<file path="config.mk">
export PLATFORM = sky130hd
export DESIGN_NAME = branch_resolve
export DESIGN_NICKNAME = d
export VERILOG_FILES = /design/src/rtl/branch_pkg.sv /design/src/rtl/satcount2.sv /design/src/rtl/branch_resolve.sv
export SDC_FILE = /design/constraint.sdc
export NUM_CORES = 1
export LEC_CHECK = 0
export ABC_AREA = 1
export CAP_MARGIN = 15
export CORE_MARGIN = 10
export CORE_UTILIZATION = 41
export DETAILED_ROUTE_END_ITERATION = 16
export PLACE_DENSITY = 0.87
export SLEW_MARGIN = 20
export SYNTH_ARGS = -nofsm -noshare
export SYNTH_HDL_FRONTEND = slang
export SYNTH_HIERARCHICAL = 1
export SYNTH_SLANG_ARGS = --single-unit
</file>
<file path="constraint.sdc">
create_clock -name clk -period 2.3 [get_ports clk]
set_input_delay 0.575 -clock clk [delete_from_list [all_inputs] [get_ports clk]]
set_output_delay 0.575 -clock clk [all_outputs]
set_load 0.005 [all_outputs]
</file>
<file path="src/rtl/branch_pkg.sv">
// Shared types and constants for branch resolution and the 2-bit predictor table.
package branch_pkg;

   localparam int unsigned BHT_ENTRIES_DEF = 16;
   localparam int unsigned CNT_W           = 32;

   typedef enum logic [1:0] {
      SNT = 2'b00,
      WNT = 2'b01,
      WT  = 2'b10,
      ST  = 2'b11
   } ctr_t;

   localparam logic [2:0] F3_BEQ  = 3'b000;
   localparam logic [2:0] F3_BNE  = 3'b001;
   localparam logic [2:0] F3_BLT  = 3'b100;
   localparam logic [2:0] F3_BGE  = 3'b101;
   localparam logic [2:0] F3_BLTU = 3'b110;
   localparam logic [2:0] F3_BGEU = 3'b111;

   // Condition evaluation from ALU flags; reserved codes resolve not-taken.
   function automatic logic branch_taken(input logic [2:0] f3, input logic zero,
                                         input logic lt, input logic ltu);
      case (f3)
         F3_BEQ:  return zero;
         F3_BNE:  return !zero;
         F3_BLT:  return lt;
         F3_BGE:  return !lt;
         F3_BLTU: return ltu;
         F3_BGEU: return !ltu;
         default: return 1'b0;
      endcase
   endfunction

endpackage

</file>
<file path="src/rtl/satcount2.sv">
// Two-bit saturating up/down counter next-state function.
module satcount2
   import branch_pkg::*;
(
   input  ctr_t state,
   input  logic taken,
   output ctr_t next
);

   always_comb begin
      next = state;
      case (state)
         SNT:     next = taken ? WNT : SNT;
         WNT:     next = taken ? WT  : SNT;
         WT:      next = taken ? ST  : WNT;
         ST:      next = taken ? ST  : WT;
         default: next = WNT;
      endcase
   end

endmodule

</file>
<file path="src/rtl/branch_resolve.sv">
// Execute-stage branch resolution with a bimodal 2-bit predictor table.
// Optional performance counters are enabled by defining BRANCH_STATS_EN.
module branch_resolve
   import branch_pkg::*;
#(
   parameter int unsigned BHT_ENTRIES = BHT_ENTRIES_DEF,
   parameter int unsigned IDX_W       = $clog2(BHT_ENTRIES)
)(
   input  logic             clk,
   input  logic             reset,
   input  logic [31:0]      pcf,
   output logic             predtakenf,
   input  logic [31:0]      pce,
   input  logic             branche,
   input  logic             jumpe,
   input  logic [2:0]       funct3e,
   input  logic             zeroe,
   input  logic             lte,
   input  logic             ltue,
   input  logic             predtakene,
   input  logic             stalle,
   output logic             pcsrce,
   output logic             mispredicte,
   output logic [CNT_W-1:0] brcount,
   output logic [CNT_W-1:0] mispcount
);

   ctr_t             bht [BHT_ENTRIES];
   logic [IDX_W-1:0] fidx;
   logic [IDX_W-1:0] eidx;
   logic [1:0]       fent;
   ctr_t             cur;
   ctr_t             nxt;
   logic             takene;
   logic             isbr;
   logic             upd;
   logic             unused_pc;

   assign fidx      = pcf[IDX_W+1:2];
   assign eidx      = pce[IDX_W+1:2];
   assign unused_pc = ^{pcf[31:IDX_W+2], pcf[1:0], pce[31:IDX_W+2], pce[1:0]};

   // A branch flagged together with a jump behaves purely as a jump.
   assign takene      = branch_taken(funct3e, zeroe, lte, ltue);
   assign isbr        = branche & !jumpe;
   assign upd         = isbr & !stalle;
   assign pcsrce      = jumpe | (isbr & takene);
   assign mispredicte = upd & (takene != predtakene);

   assign fent       = bht[fidx];
   assign predtakenf = fent[1];

   assign cur = bht[eidx];

   satcount2 u_sat (
      .state (cur),
      .taken (takene),
      .next  (nxt)
   );

   always_ff @(posedge clk or posedge reset) begin
      if (reset) begin
         for (int i = 0; i < int'(BHT_ENTRIES); i++) bht[i] <= WNT;
      end else if (upd) begin
         bht[eidx] <= nxt;
      end
   end

`ifdef BRANCH_STATS_EN
   always_ff @(posedge clk or posedge reset) begin
      if (reset) begin
         brcount   <= '0;
         mispcount <= '0;
      end else begin
         if (upd && (brcount != '1))           brcount   <= brcount + CNT_W'(1);
         if (mispredicte && (mispcount != '1)) mispcount <= mispcount + CNT_W'(1);
      end
   end
`else
   assign brcount   = '0;
   assign mispcount = '0;
`endif

endmodule

</file>
* After elaboration in Yosys (flattened, before gate mapping)
Index checks and enable logic that the tools add are counted.
** Word-level totals
- Bits in registers :: 32
- Bits of input ports :: 76
- Output and inout port bits :: 67
** Operators by class
- $lt $le $gt $ge :: 3
- Eq/ne operators :: 9
- Multiplexer cells :: 15
- Bitwise logic cells :: 7
- Reductions and logical operators :: 8
** Operators by type and width (number)
- $bwmux W32 :: 1
- $bmux W2 S4 :: 2
- $mux W2 :: 7
- $eq A3 B3 Y1 const B :: 4
- $ge A5 B5 Y1 const B :: 2
- $not A4 Y5 :: 2
- $demux W2 S4 :: 1
- $pmux W2 S4 :: 1
- $pmux W1 S6 :: 1
- $logic_not A1 Y1 :: 5
- $lt A5 B1 Y1 const B :: 1
- $and A1 B1 Y1 :: 4
- $eq A2 B2 Y1 const B :: 2
- $eq A3 B1 Y1 const B :: 1
- $logic_not A3 Y1 :: 1
- $eq A2 B1 Y1 const B :: 1
- $logic_not A2 Y1 :: 1
- $mux W1 :: 2
- $logic_and A1 B1 Y1 :: 1
- $ne A1 B1 Y1 :: 1
- $or A1 B1 Y1 :: 1

* Logic depth before layout (Yosys ltp)
- Depth after elaboration :: 7
- Gate-level depth with buffers :: 14
- Mapped depth without buffers :: 13

* Cells and area by module
The synthesis kept the hierarchy.
** By module, submodules not included
- branch_resolve :: times used 1, cells an instance 340, area each 2361.0 um^2, sequential area each 820.8 um^2
- satcount2 :: times used 1, cells an instance 5, area each 21.3 um^2, sequential area each 0.0 um^2

* Worst setup path after synthesis
Ideal clock, no wire load.
- Kind :: input to register
- Start :: input port pce[3]
- End :: register bht[17] (netlist bit)
- Data arrival time :: 1761 ps
- Data required time :: 2167 ps
- Slack :: 406 ps
- Cell stages on the path :: 13
- Buffers on the path :: 1
- Cell sequence :: nand2_1 -> clkinv_1 -> nand2_1 -> nand3_1 -> nand2_1 -> nand2_1 -> inv_1 -> nand2_1 -> nor2_1 -> a21oi_1 -> inv_1 -> clkbuf_1 -> o21ai_0
** On the way
- Cells in the longest elaborated chain, start to end :: 7
** Ends and longest elaborated chain
- from (decl) :: line branch_resolve.sv:13 : input logic [31:0] pce,
- $not A4 Y5 (implied by the code) (*) :: line branch_resolve.sv:53 : assign cur = bht[eidx];
- $bmux W2 S4 (*) :: line branch_resolve.sv:53
- $mux W2 (implied by the code) (*) (2 in a row) :: line branch_resolve.sv:53
- net cur[1] :: line branch_resolve.sv:32 : ctr_t cur;
- $eq A2 B2 Y1, or another cell as far along :: line satcount2.sv:12 : case (state)
- $pmux W2 S4 (*) :: line satcount2.sv:12
- net nxt[1] :: line branch_resolve.sv:33 : ctr_t nxt;
- $bwmux W32 (*) :: line branch_resolve.sv:65 : bht[eidx] <= nxt;
- to (signal, indexed assignment) :: line branch_resolve.sv:65
- to (decl) :: line branch_resolve.sv:28 : ctr_t bht [BHT_ENTRIES];
The timed path passes the listed nets; every way through them passes the cells marked *. The select of a mux whose other input is x is not followed.
A chain may end at the register's enable or synchronous reset.

* Final worst setup path
- Start :: input port zeroe
- End :: output port pcsrce
** On the way
- Cells in the longest elaborated chain, start to end :: 4
** Ends and longest elaborated chain
- from (decl) :: line branch_resolve.sv:17 : input logic zeroe,
- $logic_not A1 Y1 :: line branch_pkg.sv:26 : F3_BNE: return !zero;
- $pmux W1 S6 (*) :: line branch_pkg.sv:24 : case (f3)
- net takene :: line branch_resolve.sv:34 : logic takene;
- $and A1 B1 Y1 (*) :: line branch_resolve.sv:47 : assign pcsrce = jumpe | (isbr & takene);
- $or A1 B1 Y1 (*) :: line branch_resolve.sv:47
- to (decl) :: line branch_resolve.sv:22 : output logic pcsrce,
The timed path passes the listed nets; every way through them passes the cells marked *.

==> results.md <==
Status:
- The run finished with clean final reports.

Global routing:
- The number of global-route vias before repair came to 1988.
- The first global-routing pass estimated just over 9000 um of wire.
- The initial antenna violation count is 0.
- The total track usage is between 10% and 20%.
- After global routing the overflow that remains totals 0.
- The largest net degree at the start of global routing is 33.

Power:
- Registers are responsible for between 40 and 50% of the overall power.
- For this design the ratio of total power to cell area is 538.2 mW/mm^2.
- Internal power comes to roughly 0.0011 W.
- The switching power as a share of total power is approximately 27%.
- The fraction of power consumed by the clock network is about two fifths.
- Summed over all cells, the static leakage comes to approximately 1.5 nW.
- The power share of the combinational group is approximately a fifth.
- In this run the power spent charging and discharging nets is around 0.00042 W.
- The worst ir drop on vdd is between 0.4 and 0.5 mV.
- The design draws about 0.0016 W.

Logic synthesis:
- By area the synthesized netlist is led by sky130_fd_sc_hd__nand2_1, sky130_fd_sc_hd__buf_4, sky130_fd_sc_hd__dfstp_2.
- The fraction of the mapped netlist area in adder cells is 0%.
- The compound-cell area share of the yosys netlist is under 10%.
- The mean instance size in the synthesized netlist is between 6 and 7 um^2.
- Counting flops and latches in the post-synthesis netlist gives 32.
- The library cell occupying the most area in the post-synthesis netlist is sky130_fd_sc_hd__nand2_1.
- The register area share after synthesis is between 30% and 40%.
- The multiplexer fraction of the synthesized cell area is 0%.
- The share of synthesized area in the top cell type comes to 20.64%.
- In the synthesized netlist, the number of instances is around 350.
- The simple-gate share of the synthesized area is 30.25%.
- The count of synthesis-stage warnings from yosys is 6.
- The combinational family with the most area after synthesis is simple AND/OR/NAND/NOR gates.
- The xor/xnor cell area share of the yosys netlist is 0%.
- The synthesized netlist contains 24 unique library cells.
- The post-synthesis instance area is roughly 0.0024 mm^2.

Worst setup path:
- The signal on the critical path passes through dlygate4sd2_1 -> or2_4 -> nand3_4 -> nand2_2 -> buf_4 -> nand2_1 -> nand2_1 -> clkdlybuf4s15_1.
- The critical path is of the in -> out type.
- The critical path buffer and inverter count is 3.
- The kind of cell with the highest combined delay on the critical path is buffers and inverters.
- The cell that appears most often on the critical path is sky130_fd_sc_hd__nand2_1.
- The worst setup path is captured at an output pin.
- The launching element type of the critical path is a primary input.
- The cell with the largest stage delay on the worst path is sky130_fd_sc_hd__or2_4.
- In this design, the stage delay of the slowest critical-path cell is around 0.26 ns.
- For the worst setup path, the data arrival time is approximately 1.7 ns.
- For the worst setup path, the data required time is 1.73 ns.
- The largest fanout of any net on the critical path is 2.

Job:
- The max-cap check violation count is 0.

STA:
- Static timing analysis puts the maximum clock frequency at 449.0 MHz.
- The setup-violating endpoint count in the final report is 0.
- The number of hold violations in the final report is 0.
- The post-route fraction of the period consumed by the critical path is a little over nine tenths.
- The final worst hold slack is roughly 0.47 ns.
- The clock period minus final worst setup slack is about 2.2 ns.
- The number of pins exceeding their max-slew limit in the final report is 0.
- Setup repair after global routing left no endpoint under its margin.
- The worst path setup slack after routing is ~0.073 ns.
- The setup clock skew after layout is approximately 0.0070 ns.

Floorplanning:
- From left edge to right edge, the die measures roughly 96 um.
- between 100 and 150 I/O pins were placed.
- The floorplan has 27 rows.
- Once the floorplan was initialized, standard cells occupied between 40 and 50% of the core.
- The floorplan step defined a die boundary enclosing around 0.0093 mm^2.
- Measured along the y axis, the die boundary spans 96.23 um.
- The placeable core region is between 0.005 and 0.006 mm^2.

Clock network:
- The tree is rooted in a sky130_fd_sc_hd__clkbuf_8.
- The total number of H-tree levels is 2.
- The buffer depth of the longest clock path is 2.
- Counting every sink on the clock net gives 32.
- The clock latency on the worst-skew pair is around 0.29 ns.
- After clock tree synthesis, the clock-pin slew on the worst setup and hold paths is roughly 0.07 ns.
- Counting the buffers created by CTS gives 5.
- The clock tree from TritonCTS is built.

Cells and area:
- After routing the design area is approximately 0.0029 mm^2.
- The multi-input combinational cells in the finished layout cover a total of 0.001247 mm^2.
- The area growth from synthesis to layout is 22.43%.
- Of the cells placed in the final design, the portion with a size suffix greater than 1 is approximately 22%.
- The number of flip-flops in the largest register is 32.
- The number of antenna diodes in the final layout is 0.
- The count of nets after finishing is 483.
- Ranked by flip-flop count, first place goes to bht.
- The sequential cell area in the final layout is between 800 and 900 um^2.
- The largest registers in the layout are bht x32.
- The filler cell count in the final layout is 529.

Placement:
- The placed instances occupy a cell area of ~0.0027 mm^2.
- Input and output buffers added on the ports amount to 22.
- The routability-driven placement congestion ratio is approximately 0.9.
- Timing analysis after detailed placement gives a worst setup slack of -0.4625 ns.
- The HPWL after detailed placement is roughly 4600 um.

Routing:
- For this run, design rule violations remaining after detail routing come to 0.
- The first-pass iteration count of the detailed router is 4.
- The number of nets with antenna violations after detailed routing is 0.
- Wires add up to ~6300 um.
- In the final routed layout, each cell accounts on average for between 10 and 15 um.
- In this run, the number of DRC markers left after iteration 0 of detailed routing was between 100 and 150.
- The detailed-route via count is between 2000 and 2500.
- The vias per cell is about 4.5.

Hold path:
- The type of the worst min-delay path is reg -> reg.
[power by group through the flow]
stage | clock, W | combinational, W | sequential, W
after floorplan | 0 | 0.000231 | 0.000649
after global placement | 0 | 0.000271 | 0.000655
after detailed placement | 0 | 0.000278 | 0.000657
after CTS | 0.000610 | 0.000316 | 0.000648
after global routing | 0.000635 | 0.000359 | 0.000653
final | 0.000599 | 0.000323 | 0.000648
[area by class of cell]
type,instances,area share [%]
clock inverters,1,1.030
well taps,72,3.089
multi-input cells,279,42.77
flip-flops and latches,32,28.14
repair buffers,60,17.85
clock buffers,7,3.303
inverters,29,3.818
[repair_timing]
action	in CTS	in global routing
cloned	2	0
hold buffers	0	0
buffers inserted	10	2
gates resized for setup	32	28
pin swaps	3	6
setup endpoints to repair	33	35
[final timing paths]
kind,cells after the start,startpoint,end,slack [ns]
setup / recovery,8,zeroe,pcsrce,0.07
hold / removal,2,bht[26]$_DFFE_PP1P_,bht[26]$_DFFE_PP1P_,0.47
setup reg to reg,13,bht[6]$_DFFE_PP1P_,bht[19]$_DFFE_PP0P_,0.62
hold reg to reg,2,bht[26]$_DFFE_PP1P_,bht[26]$_DFFE_PP1P_,0.47
max in group asynchronous,3,reset,bht[16]$_DFFE_PP1P_,1.31
min in group asynchronous,3,reset,bht[11]$_DFFE_PP0P_,0.66
[placed cells by master, fill, tap and decap left out, drive strengths merged]
master and count:
clkbuf 10, or2 2, dlymetal6s2s 2, nor3 1, nor2 18, nand3b 1
buf 38, bufinv 1, dlygate4sd2 6, a21oi 3, dfrtp 16, conb 64
clkdlybuf4s50 9, nand3 18, o21ai 39, o211ai 2, dfstp 16, clkdlybuf4s15 2
nand2 131, clkinv 1, inv 28
[stage by stage]
step	utilization, %	TNS (ns)	instances
2_1_floorplan	-	0	408
3_3_place_gp	47.65	-9.256	461
3_5_place_dp	47.65	-11.38	461
4_1_cts	52.62	-0.05031	481
5_1_grt	52.32	0	480
6_report	52.32	0	480
[synthesized netlist by cell type]
cell type and number:
sky130_fd_sc_hd__nand2_1 131, sky130_fd_sc_hd__buf_4 65, sky130_fd_sc_hd__o21ai_0 29, sky130_fd_sc_hd__inv_1 26
sky130_fd_sc_hd__nand3_1 18, sky130_fd_sc_hd__dfrtp_1 16, sky130_fd_sc_hd__dfstp_2 16, sky130_fd_sc_hd__nor2_1 15
sky130_fd_sc_hd__o21ai_1 10, sky130_fd_sc_hd__a21oi_1 3, sky130_fd_sc_hd__clkbuf_1 2, sky130_fd_sc_hd__o211ai_1 2
sky130_fd_sc_hd__buf_2 1, sky130_fd_sc_hd__clkinv_1 1, sky130_fd_sc_hd__conb_1 1, sky130_fd_sc_hd__inv_2 1
sky130_fd_sc_hd__inv_4 1, sky130_fd_sc_hd__nand3b_4 1, sky130_fd_sc_hd__nor2_2 1, sky130_fd_sc_hd__nor2_4 1
sky130_fd_sc_hd__nor2_8 1, sky130_fd_sc_hd__nor3_2 1, sky130_fd_sc_hd__or2_2 1, sky130_fd_sc_hd__or2_4 1
[worst register-to-register path, stage by stage, from the launching register on]
cell and delay [ns]:
sky130_fd_sc_hd__dfstp_2 0.53, sky130_fd_sc_hd__nand2_1 0.05, sky130_fd_sc_hd__nand2_1 0.08, sky130_fd_sc_hd__nand2_1 0.07, sky130_fd_sc_hd__nand3_1 0.06, sky130_fd_sc_hd__nand2_1 0.05
sky130_fd_sc_hd__nand2_1 0.06, sky130_fd_sc_hd__inv_1 0.03, sky130_fd_sc_hd__nand2_1 0.11, sky130_fd_sc_hd__inv_1 0.07, sky130_fd_sc_hd__a21oi_2 0.13, sky130_fd_sc_hd__inv_2 0.07
sky130_fd_sc_hd__buf_6 0.14, sky130_fd_sc_hd__o21ai_0 0.15
[logic make-up (layout without fill, tap and decap cells)]
kind of cell	count (synthesis)	count (layout)
flip-flops	32	32
AND/OR/NAND/NOR	171	171
AO/OA/AOI/OAI	44	44
buffers and inverters	97	97
other	1	64
[routing by layer]
layer  GRT usage (%)  part of all wire, %  vias up
li1                -                    -     1078
met5               0                    0        -
met4           5.405                  1.4        0
met2           21.13                   48      117
met1           14.62                   37      960
met3           4.280                   14       14
(Power assumes the default switching activity.)
